[src/rtl/fetch_unit.sv]
// Instruction fetch sequencer: issues one memory read per instruction, holds the
// fetched word until downstream accepts it, and handles branch-flush redirects.
module fetch_unit #(
   parameter int DATA_WIDTH = 32,
   parameter int ADDR_WIDTH = 32,
   parameter int CNT_WIDTH  = 16
) (
   input  logic                  clock,
   input  logic                  clear,
   input  logic                  enable,
   input  logic                  flush,
   input  logic [ADDR_WIDTH-1:0] pc_in,
   output logic                  pc_inc,
   output logic [ADDR_WIDTH-1:0] mem_addr,
   output logic                  mem_read,
   input  logic                  mem_ready,
   input  logic [DATA_WIDTH-1:0] mem_data,
   output logic [DATA_WIDTH-1:0] ir_out,
   output logic                  ir_valid,
   input  logic                  ir_ready,
   output logic [CNT_WIDTH-1:0]  fetch_count
);

   typedef enum logic [2:0] {
      IDLE  = 3'd0,
      ISSUE = 3'd1,
      WAIT  = 3'd2,
      HOLD  = 3'd3,
      DRAIN = 3'd4
   } state_t;

   state_t                  state_q;
   logic [ADDR_WIDTH-1:0]   mem_addr_q;
   logic [DATA_WIDTH-1:0]   ir_out_q;
   logic                    ir_valid_q;
   logic [CNT_WIDTH-1:0]    fetch_count_q;
   logic [CNT_WIDTH-1:0]    fetch_count_d;

   assign fetch_count_d = fetch_count_q + {{(CNT_WIDTH-1){1'b0}}, 1'b1};

   always_ff @(posedge clock) begin
      if (clear) begin
         state_q       <= IDLE;
         mem_addr_q    <= '0;
         ir_out_q      <= '0;
         ir_valid_q    <= 1'b0;
         fetch_count_q <= '0;
      end else begin
         case (state_q)
            IDLE: begin
               if (enable && !flush) begin
                  mem_addr_q <= pc_in;
                  state_q    <= ISSUE;
               end
            end
            // A response arriving in ISSUE belongs to no request of ours; ignore it.
            ISSUE: state_q <= flush ? IDLE : WAIT;
            WAIT: begin
               if (flush) begin
                  state_q <= mem_ready ? IDLE : DRAIN;
               end else if (mem_ready) begin
                  ir_out_q   <= mem_data;
                  ir_valid_q <= 1'b1;
                  state_q    <= HOLD;
               end
            end
            HOLD: begin
               if (flush) begin
                  ir_valid_q <= 1'b0;
                  state_q    <= IDLE;
               end else if (ir_ready) begin
                  ir_valid_q    <= 1'b0;
                  fetch_count_q <= fetch_count_d;
                  if (enable) begin
                     mem_addr_q <= pc_in;
                     state_q    <= ISSUE;
                  end else begin
                     state_q <= IDLE;
                  end
               end
            end
            // The outstanding read must still complete; its data is dropped.
            DRAIN: if (mem_ready) state_q <= IDLE;
            default: state_q <= IDLE;
         endcase
      end
   end

   assign mem_read    = (state_q == ISSUE) || (state_q == WAIT);
   assign pc_inc      = (state_q == WAIT) && mem_ready && !flush;
   assign mem_addr    = mem_addr_q;
   assign ir_out      = ir_out_q;
   assign ir_valid    = ir_valid_q;
   assign fetch_count = fetch_count_q;

endmodule

[config.mk]
export PLATFORM = sky130hd
export DESIGN_NAME = fetch_unit
export DESIGN_NICKNAME = d
export VERILOG_FILES = /design/src/rtl/fetch_unit.sv
export SDC_FILE = /design/constraint.sdc
export NUM_CORES = 1
export LEC_CHECK = 0
export ABC_AREA = 1
export BUFFER_PORTS_ARGS = -buffer_cell sky130_fd_sc_hd__buf_2
export CAP_MARGIN = 20
export CORE_UTILIZATION = 47
export CTS_CLUSTER_SIZE = 10
export DETAILED_ROUTE_END_ITERATION = 8
export PLACE_DENSITY = 0.89
export SETUP_SLACK_MARGIN = 0.3
export SKIP_CTS_REPAIR_TIMING = 1
export SYNTH_ARGS = -nofsm -noshare
export SYNTH_HDL_FRONTEND = slang
export SYNTH_SLANG_ARGS = --single-unit
[constraint.sdc]
create_clock -name clock -period 1.7 [get_ports clock]
set_clock_uncertainty 0.05 [all_clocks]
set_input_delay 0.17 -clock clock [delete_from_list [all_inputs] [get_ports clock]]
set_output_delay 0.17 -clock clock [all_outputs]
set_load 0.005 [all_outputs]
After elaboration in Yosys (flattened, before gate mapping) --
Cells that the tools add are included.
Operators by class: add/sub/neg operators 1, equal/unequal tests 13, mux-type cells 20, bitwise logic cells 1, reduce and logical (&&, ||, !) cells 13
Operators with widths (number):
- 2-to-1 mux 32 bit | 4
- case mux 32 bit (2 select lines) | 1
- 2-to-1 mux 3 bit | 7
- adder 16 x 1 -> 16 bit, second input constant | 1
- case mux 3 bit (5 select lines) | 1
- inequality test 2 bit, second input constant | 7
- AND reduction 4 bit | 2
- equality test 3 x 2 -> 1 bit, second input constant | 2
- inequality test 3 bit, second input constant | 2
- AND reduction 3 bit | 2
- 2-to-1 mux 1 bit | 5
- AND reduction 5 bit | 1
- nonzero test 2 bit | 2
- equality test 3 x 1 -> 1 bit, second input constant | 1
- equality test 3 bit, second input constant | 1
- logical AND 1 bit | 3
- logical NOT 3 bit | 1
- 2-to-1 mux 2 bit | 1
- case mux 1 bit (2 select lines) | 1
- logical NOT 1 bit | 1
- logical OR 1 bit | 1
- inverter 1 bit | 1
Word-level totals: register bits after elaboration 84, bits of input ports 70, output and inout port bits 83, word-level logic and storage cells 53

Longest topological paths before layout --
Gate-level depths: netlist of run 1.
word-level depth 4, depth in mapped cells 9, mapped depth without buffers 9

Worst setup path before layout of run 1 --
Ideal clock, no wire load.
path type reg2reg, from register fetch_count_q[1] (netlist: fetch_count[1]), to register fetch_count_q[14] (netlist: fetch_count[14]), library setup time 0.113 ns, arrival 1.191 ns, required time 1.537 ns, setup slack 0.347 ns, cell stages (with the launch flop) 9, buffers on the path 0, period minus slack after synthesis 1.353 ns, cells stage by stage dfxtp_1 -> ha_1 -> nand3_1 -> nor2_1 -> nand2_1 -> nor2_1 -> nand2_1 -> nand2_1 -> nor2_1
Between the ends: word-level cells in the longest chain between the ends 1
Ends and longest elaborated chain:
- start, declared | line 36 | logic [CNT_WIDTH-1:0] fetch_count_q;
- start signal, assigned | line 73 | fetch_count_q <= fetch_count_d;
- adder 16 x 1 -> 16 bit | line 39 | assign fetch_count_d = fetch_count_q + {{(CNT_WIDTH-1){1'b0}}, 1'b1};
No other way between the ends. A chain may end at the register's enable or synchronous reset.

Final worst setup path of run 1 --
from register state_q[2], to output pc_inc
Between the ends: word-level cells in the longest chain between the ends 3
Ends and longest elaborated chain:
- start, declared | line 32 | state_t state_q;
- start signal, assigned | line 57 | ISSUE: state_q <= flush ? IDLE : WAIT;
- start signal, assigned | line 60 | state_q <= mem_ready ? IDLE : DRAIN;
- equality test 3 x 2 -> 1 bit | line 90 | assign pc_inc = (state_q == WAIT) && mem_ready && !flush;
- logical AND 1 bit (2 in a row) | line 90
- end, declared | line 13 | output logic pc_inc,
No other way between the ends.

==> results of run 1 <==
## metrics by stage
stage / setup WS [ns] / utilization / cell area, um2
5_1_grt: 0.07873 / 0.7078 / 5134
3_5_place_dp: 0.1756 / 0.6020 / 4367
3_3_place_gp: 0.2674 / 0.6020 / 4367
4_1_cts: -0.1423 / 0.6283 / 4557
6_report: 0.1357 / 0.7078 / 5134
2_1_floorplan: 0.3466 / - / 3540
## power by group through the flow
stage	Clock (uW)	Sequential, uW	Combinational, uW
6_report	1400	2230	1010
4_1_cts	1420	2220	793
3_3_place_gp	0	2260	768
3_5_place_dp	0	2270	792
2_1_floorplan	0	2280	474
5_1_grt	1520	2250	1130
## sequential cells by signal, indices dropped and copies added, names as in the netlist
register / count
mem_addr: 32
state_q: 3
ir_valid: 1
fetch_count: 16
ir_out: 32
## critical path, delay by kind of cell (launching register included)
kind,cells,cell delay [ns]
flip-flops,1,0.38
buffers and inverters,2,0.22
AND/OR/NAND/NOR,3,0.38
## cell families (layout without fill, tap and decap cells)
group	count (synthesis)	after routing	share of synthesized area
compound gates	50	50	0.07671
xor+xnor	1	1	0.002475
fa+ha+maj	1	1	0.003534
buf+inv	78	263	0.09756
flops	84	84	0.4751
simple gates	305	305	0.3446
## synthesized netlist by cell type
master / instances
clkbuf_1: 8
clkinv_1: 1
nand4_1: 7
o21ai_0: 35
nor2_2: 1
a21oi_1: 6
nand2_1: 105
nand2_2: 1
nor3_1: 3
inv_1: 55
nor3b_1: 1
xor2_1: 1
nand3_1: 11
o21bai_1: 3
inv_2: 2
nand3b_1: 2
o211ai_1: 1
buf_2: 6
nand3_2: 1
o21ai_1: 4
dfxtp_1: 84
nor2_1: 170
buf_6: 6
nor2_4: 2
o21ai_4: 1
or2_2: 1
ha_1: 1
## path summary, 6_finish.rpt
path	end	cells after the start
min reg2reg	mem_addr[28]	2
min	ir_out[2]	3
max	pc_inc	5
max reg2reg	ir_out[9]	8
## layout by cell type, fill, tap and decap left out, types with 6 or more instances in the layout
| cell type | count |
|---|---|
| a21oi_1 | 6 |
| buf_2 | 152 |
| buf_4 | 7 |
| clkbuf_8 | 10 |
| dfxtp_1 | 76 |
| dlygate4sd3_1 | 16 |
| inv_1 | 54 |
| nand2_1 | 101 |
| nand3_1 | 9 |
| nand4_1 | 7 |
| nor2_1 | 147 |
| nor2_2 | 20 |
| nor2_4 | 6 |
| o21ai_0 | 28 |
| o21ai_2 | 6 |
## layer usage
metal / up-vias / share of wire / routed length [um] / global-route usage
li1: 1944 / - / - / -
met1: 1788 / 0.40 / 4196 / 0.2084
met2: 185 / 0.51 / 5368 / 0.3727
met3: 17 / 0.084 / 889 / 0.07369
met4: 0 / 0.013 / 137 / 0.07771
met5: - / 0 / 0 / 0
## final cells by class
| type | instances | area, um2 |
|---|---|---|
| inverter | 58 | 220.2 |
| fill | 571 | 2120 |
| timing repair buffer | 190 | 1255 |
| clock inverter | 5 | 52.55 |
| multi-input combinational | 357 | 1645 |
| clock buffer | 10 | 137.6 |
| tap | 99 | 123.9 |
| sequential | 84 | 1699 |
==> metrics.cfg, run 1 <==
[place]
dp_hpwl_mm = 6.112
port_buffers = 152
gp_congestion = 0.9141
placed_cells = 756

[timing]
period_share = 0.9202
clock.fmax_ghz = 0.6393
finalSetupTns_ns = 0
hold_viol = 1
worst_slew_pin_slew_ns = 0.3401
setup_violations = 0
max_slew_margin = 0.7732
period_minus_slack_ns = 1.564
fin_hold_ws_ns = -0.003080
slew_viol_final = 0
rsz0062_at_grt = true

[synth]
yosysTopAreaCell = dfxtp_1
synth.avg_cell_area_um2 = 6.820
synthTopCellsByArea = dfxtp_1, nor2_1, nand2_1, inv_1, o21ai_0
yosys_warnings = 0
ys_seq_area_frac = 0.4751
synth.distinct_cells = 27
mappedNetlistArea_um2 = 3540
synth_top_area_share = 0.4751
synthCells = 519
synth_seq_cells = 84
synth_fp_nets = 590

[setup_path]
worst_path_max_delay_cell = dfxtp_4
crit_start = state_q[2]
path_class = register to output port
end_kind = output port
crit_path_start_kind = register
worstPathCellList = nor2_2, nand2_2, nor2_4, buf_12, buf_2
cpPeakStageDelay_ns = 0.38
timing.rr.start = state_q[2]
crit_fanout = 7
r2r_setup_slack_ns = 0.24
cp.arrival_ns = 1.34
cp.required_ns = 1.48

[power]
power.density_nw_per_um2 = 903.6
p_sw_frac = 0.2841
p_clk_frac = 0.301
seq_power_share = 0.481
p_leak_uw = 0.002672
p_comb_frac = 0.218
power_uw = 4639
power_switching_uw = 1318
internal_power_uw = 3321
peakVddDrop_mv = 0.5688

[cells_and_area]
antennaDiodeCount = 0
layout.cells.non_filler = 803
fin_nets = 771
area_growth_pct = 45.03
drive_above_1_share = 0.3466

[clock_tree]
cts_tree = done
htreeDepth = 3
clock-sinks = 84
cts_buffer_depth = 2
clkTransAtPathRegs_ns = 0.08
cts_buffers = 9
insertion_delay_ns = 0.35
root_buffer = clkbuf_8

[flow_run]
cap_violations = 0

[floorplan]
placeableCoreArea_um2 = 7253
ios = 153
start_util = 0.4880
dieArea_um2 = 7882
std_cell_rows = 31
die_h_um = 88.78
dieWidth_um = 88.78

[route]
drt_iter0_drc = 181
vias_per_cell = 4.899
drt-total-wl_mm = 10.59
postRouteAntennaNets = 0
drc = 0
drt-pass1-iter-count = 5
wl_per_cell_um = 13.19
vias = 3934

[global_route]
grt_max_degree = 65
antenna_found_initial = 0
grt_pass1_wl_mm = 12.34
grt_use_total = 0.2024
overflow = 0
first_global_vias = 3052

[hold_path]
min_from = mem_data[2]
hold_path_class = input port to register

[status]
status = complete, but fails checks
violations = hold timing

No activity file was read; power rests on OpenSTA's default activity.
==> run 2, diff against run 1 <==
--- a/config.mk
+++ b/config.mk
@@ -8,9 +8,11 @@
 export ABC_AREA = 1
 export BUFFER_PORTS_ARGS = -buffer_cell sky130_fd_sc_hd__buf_2
 export CAP_MARGIN = 20
+export CORE_ASPECT_RATIO = 1.4
 export CORE_UTILIZATION = 47
 export CTS_CLUSTER_SIZE = 10
 export DETAILED_ROUTE_END_ITERATION = 8
+export GPL_TIMING_DRIVEN = 0
 export PLACE_DENSITY = 0.89
 export SETUP_SLACK_MARGIN = 0.3
 export SKIP_CTS_REPAIR_TIMING = 1
==> run 2 against run 1 <==
Compared with the run above:
- the run still ends with hold timing left
- sequential share of layout area rose by 0.72 points
- critical path type unchanged
- first-iteration DRC count down 23%
- largest power group unchanged
- combinational power hardly changed
- die area hardly changed
- worst hold slack lost 0.00060 ns
- largest cell class unchanged
- utilization is 2.0 points lower
- fmax is 1.5% higher
==> metrics.cfg, run 2 (same netlist as run 1, synthesis figures left out) <==
[place]
dp_hpwl_mm = 6.925
gp_congestion = 0.9353
port_buffers = 152

[power]
p_clk_frac = 0.332
internal_power_uw = 3530
seq_power_share = 0.464
p_sw_frac = 0.2705
power.density_nw_per_um2 = 961.7
p_leak_uw = 0.002685
p_comb_frac = 0.204
peakVddDrop_mv = 0.7065
power_switching_uw = 1309

[clock_tree]
clock-sinks = 84
root_buffer = clkbuf_8
cts_tree = done
htreeDepth = 3
clkTransAtPathRegs_ns = 0.08
cts_buffer_depth = 2
insertion_delay_ns = 0.34
cts_buffers = 9

[cells_and_area]
area_growth_pct = 42.17
drive_above_1_share = 0.3150
final_util = 0.6880
antennaDiodeCount = 0
final_cell_mix = nor2_1, buf_2, nand2_1, dfxtp_1, inv_1
fillers = 606
fin_nets = 774
final_common_cell = nor2_1

[route]
wl_per_cell_um = 12.07
vias = 3852
drt_iter0_drc = 139
drt-pass1-iter-count = 4
drt-total-wl_mm = 9.720
postRouteAntennaNets = 0
vias_per_cell = 4.785
drc = 0

[status]
status = complete, but fails checks
violations = hold timing

[global_route]
first_global_vias = 3434
grt_max_degree = 15
antenna_found_initial = 0
overflow = 0
grt_pass1_wl_mm = 13.83
grt_use_total = 0.2241

[hold_path]
hold_path_class = input port to register
hold_path_depth = 3

[floorplan]
die_h_um = 104.7
ios = 153
dieWidth_um = 75.35
start_util = 0.4839
dieArea_um2 = 7887
placeableCoreArea_um2 = 7315
std_cell_rows = 37

[timing]
setup_violations = 0
max_slew_margin = 0.6774
period_share = 0.9067
hold_viol = 2
slew_viol_final = 0
fin_hold_ws_ns = -0.003676
period_minus_slack_ns = 1.541
clock.fmax_ghz = 0.6488
rsz0062_at_grt = true
worst_slew_pin_slew_ns = 0.4839
finalSetupTns_ns = 0

[setup_path]
cp.required_ns = 1.48
crit_path_start_kind = register
cp.arrival_ns = 1.32
r2r.worst_path.cells = 10
crit_fanout = 5
path_class = register to output port
end_kind = output port

[flow_run]
cap_violations = 0

run 2: final timing paths:
| path | startpoint | to | slack, ns |
|---|---|---|---|
| min reg2reg | ir_valid | ir_valid | 0.43 |
| max reg2reg | state_q[1] | mem_addr[7] | 0.21 |
| max | state_q[1] | pc_inc | 0.16 |
| min | mem_data[12] | ir_out[12] | -0.004 |
run 2: power groups by stage:
stage          clock, uW  sequential [uW]  combinational [uW]
5_1_grt             1740             2260                1100
3_5_place_dp           0             2270                 836
3_3_place_gp           0             2260                 805
4_1_cts             1650             2230                 838
2_1_floorplan          0             2280                 474
6_report            1610             2240                 987
run 2: area by class of cell:
cell class | instances | area (um2) | area share
Sequential cell | 84 | 1702 | 0.3381
Buffer | 20 | 161.4 | 0.03207
Clock buffer | 11 | 151.4 | 0.03008
Multi-Input combinational cell | 357 | 1605 | 0.3190
Tap cell | 97 | 121.4 | 0.02412
Timing Repair Buffer | 173 | 984.7 | 0.1957
Clock inverter | 5 | 83.83 | 0.01666
Inverter | 58 | 222.7 | 0.04426
run 2: metrics by stage:
step           total power, uW  instance area, um2  setup slack, ns  instances
2_1_floorplan             2754                3540           0.3466        519
3_3_place_gp              3065                4422           0.1585        768
3_5_place_dp              3107                4422          0.07229        768
4_1_cts                   4715                4657          -0.2331        784
5_1_grt                   5104                5032          0.09443        805
6_report                  4839                5032           0.1586        805
run 2: worst max-delay path: stages (launching register included):
cell and delay (ns):
dfxtp_4 0.38, inv_4 0.06, nor2_4 0.13, nand2_4 0.08
nor2_4 0.12, buf_6 0.13, buf_6 0.09
run 2: metal layers:
metal | track usage | share of wire | vias up | routed length [um]
met1 | 0.2287 | 0.38 | 1731 | 3738
li1 | - | - | 1944 | -
met4 | 0.1190 | 0.019 | 0 | 181
met5 | 0 | 0 | - | 0
met2 | 0.4018 | 0.53 | 161 | 5175
met3 | 0.05400 | 0.064 | 16 | 624
==> run 3, diff against run 2 <==
==> constraint.sdc (replaced) <==
create_clock -name clock -period 1.7 [get_ports clock]
set_clock_uncertainty 0.05 [all_clocks]
set_input_delay 0.17 -clock clock [delete_from_list [all_inputs] [get_ports clock]]
set_output_delay 0.17 -clock clock [all_outputs]
set_load 0.02 [all_outputs]
==> run 3 against run 2 <==
Compared with the run above:
- highest routed layer unchanged
- utilization shrank 2.1 points
- non-clock buffer count shrank 8
- cell count shrank 1.2%
- count of clock-buffer cells in the layout is the same
- first-iteration DRC count shrank 31%
- setup slack lost 0.056 ns
- global-route usage grew 0.63 points
- via count shrank 1.5%
- largest cell class unchanged
- sequential power is essentially flat
- the run still ends with hold timing left
- critical path depth shrank 1
- sequential share of layout area grew 1.1 points
- combinational power grew 16%
==> metrics.cfg, run 3 (same netlist as run 1, synthesis figures left out) <==
[setup_path]
end_kind = output port
critPathBufInv = 2
crit_family = simple AND/OR/NAND/NOR gates
path_class = register to output port
crit_path_start_kind = register
cp.arrival_ns = 1.38
worst_path_max_delay_cell = dfxtp_4
cpMostUsedCell = buf_6
worstPathCellList = nor2_1, nand2_2, nor2_4, buf_6, buf_6
crit_fanout = 8
cpPeakStageDelay_ns = 0.39
cp.required_ns = 1.48

[global_route]
met2_usage = 0.4343
grt_max_degree = 13
grt_pass1_wl_mm = 14.28
use_met1 = 0.2276
grt_use_total = 0.2304
first_global_vias = 3568
grtUsageMet3 = 0.06654
overflow = 0
grt-busiest-layer = met2
antenna_found_initial = 0

[route]
wl_per_cell_um = 11.74
drt-total-wl_mm = 9.330
vias = 3793
vias_per_cell = 4.771
drt_iter0_drc = 96
drt-pass1-iter-count = 4
postRouteAntennaNets = 0
drc = 0

[floorplan]
die_h_um = 104.7
std_cell_rows = 37
start_util = 0.4839
placeableCoreArea_um2 = 7315
ios = 153
dieArea_um2 = 7887
dieWidth_um = 75.35

[clock_tree]
clock-sinks = 84
htreeDepth = 3
cts_tree = done
cts_buffers = 9
root_buffer = clkbuf_8
insertion_delay_ns = 0.34
clkTransAtPathRegs_ns = 0.08
cts_buffer_depth = 2

[power]
p_leak_uw = 0.002592
power.density_nw_per_um2 = 963.3
peakVddDrop_mv = 0.5850

[timing]
max_slew_margin = 0.6533
hold_viol = 1
rsz0062_at_grt = true
period_minus_slack_ns = 1.598
setup_ws_ns = 0.1024
fin_hold_ws_ns = -0.004228
finalSetupTns_ns = 0
slew_viol_final = 0
worst_slew_pin_slew_ns = 0.5200
setup_violations = 0
clock.fmax_ghz = 0.6259
period_share = 0.9398

[flow_run]
cap_violations = 0

[place]
place_ws_ns = 0.08028
port_buffers = 152
dp_hpwl_mm = 6.942
gp_congestion = 0.9857

[hold_path]
hold_path_class = input port to register

[status]
violations = hold timing
status = complete, but fails checks

[cells_and_area]
final_cell_mix = nor2_1, buf_2, nand2_1, dfxtp_1, inv_1
fillers = 646
fin_nets = 766
drive_above_1_share = 0.3181
multi_input_area_um2 = 1598
final_common_cell = nor2_1
antennaDiodeCount = 0
seqCellArea_um2 = 1700
area_growth_pct = 37.75

==> run 3: changes by cell type in the layout (fill, tap and decap cells not counted), moves of 4 or more <==
cell,before,now
buf_6,6,11
buf_4,14,10
nor2_1,164,160
nor2_2,2,8
==> run 3: path summary, 6_finish.rpt <==
path | start | end | slack [ns] | cells past startpoint
min reg2reg | mem_addr[12] | mem_addr[12] | 0.43 | 2
max | state_q[2] | pc_inc | 0.10 | 5
min | mem_data[26] | ir_out[26] | -0.004 | 3
max reg2reg | state_q[2] | ir_out[28] | 0.19 | 8
==> run 3: per-stage QoR <==
stage,instance area (um2),total power (uW),util,instances
finish,4876,4697,0.6666,795
CTS,4596,4607,0.6283,782
detailed placement,4424,3299,0.6049,768
global route,4876,4955,0.6666,795
floorplan,3542,2942,-,519
global placement,4424,3256,0.6049,768
==> run 3: worst register-to-register path, stage by stage, from the launching register on <==
cell and delay (ns):
dfxtp_4 0.39, nor2_1 0.16, nand2_2 0.11, nor2_4 0.13, buf_4 0.16, inv_2 0.07, buf_4 0.17, nor2_1 0.11
nor2_1 0.06
==> run 3: routing by layer <==
layer	vias to the layer above	wire length, um
met4	0	114
met2	135	5043
met3	10	590
met1	1721	3582
li1	1927	-
met5	-	0
==> run 3: report_power, final <==
group	leakage (uW)	internal, uW	switching, uW	total (uW)
Clock	0.0000890	660	650	1310
Sequential	0.000688	2140	110	2250
Combinational	0.00181	461	676	1140
Total	0.00259	3260	1440	4700
==> run 3: area by class of cell <==
type / count / area share
flip-flops and latches: 84 / 0.3487
multi-input cells: 357 / 0.3277
repair buffers: 165 / 0.1858
inverters: 58 / 0.04619
plain buffers: 20 / 0.03156
clock buffers: 11 / 0.02694
well taps: 97 / 0.02489
clock inverters: 3 / 0.008211
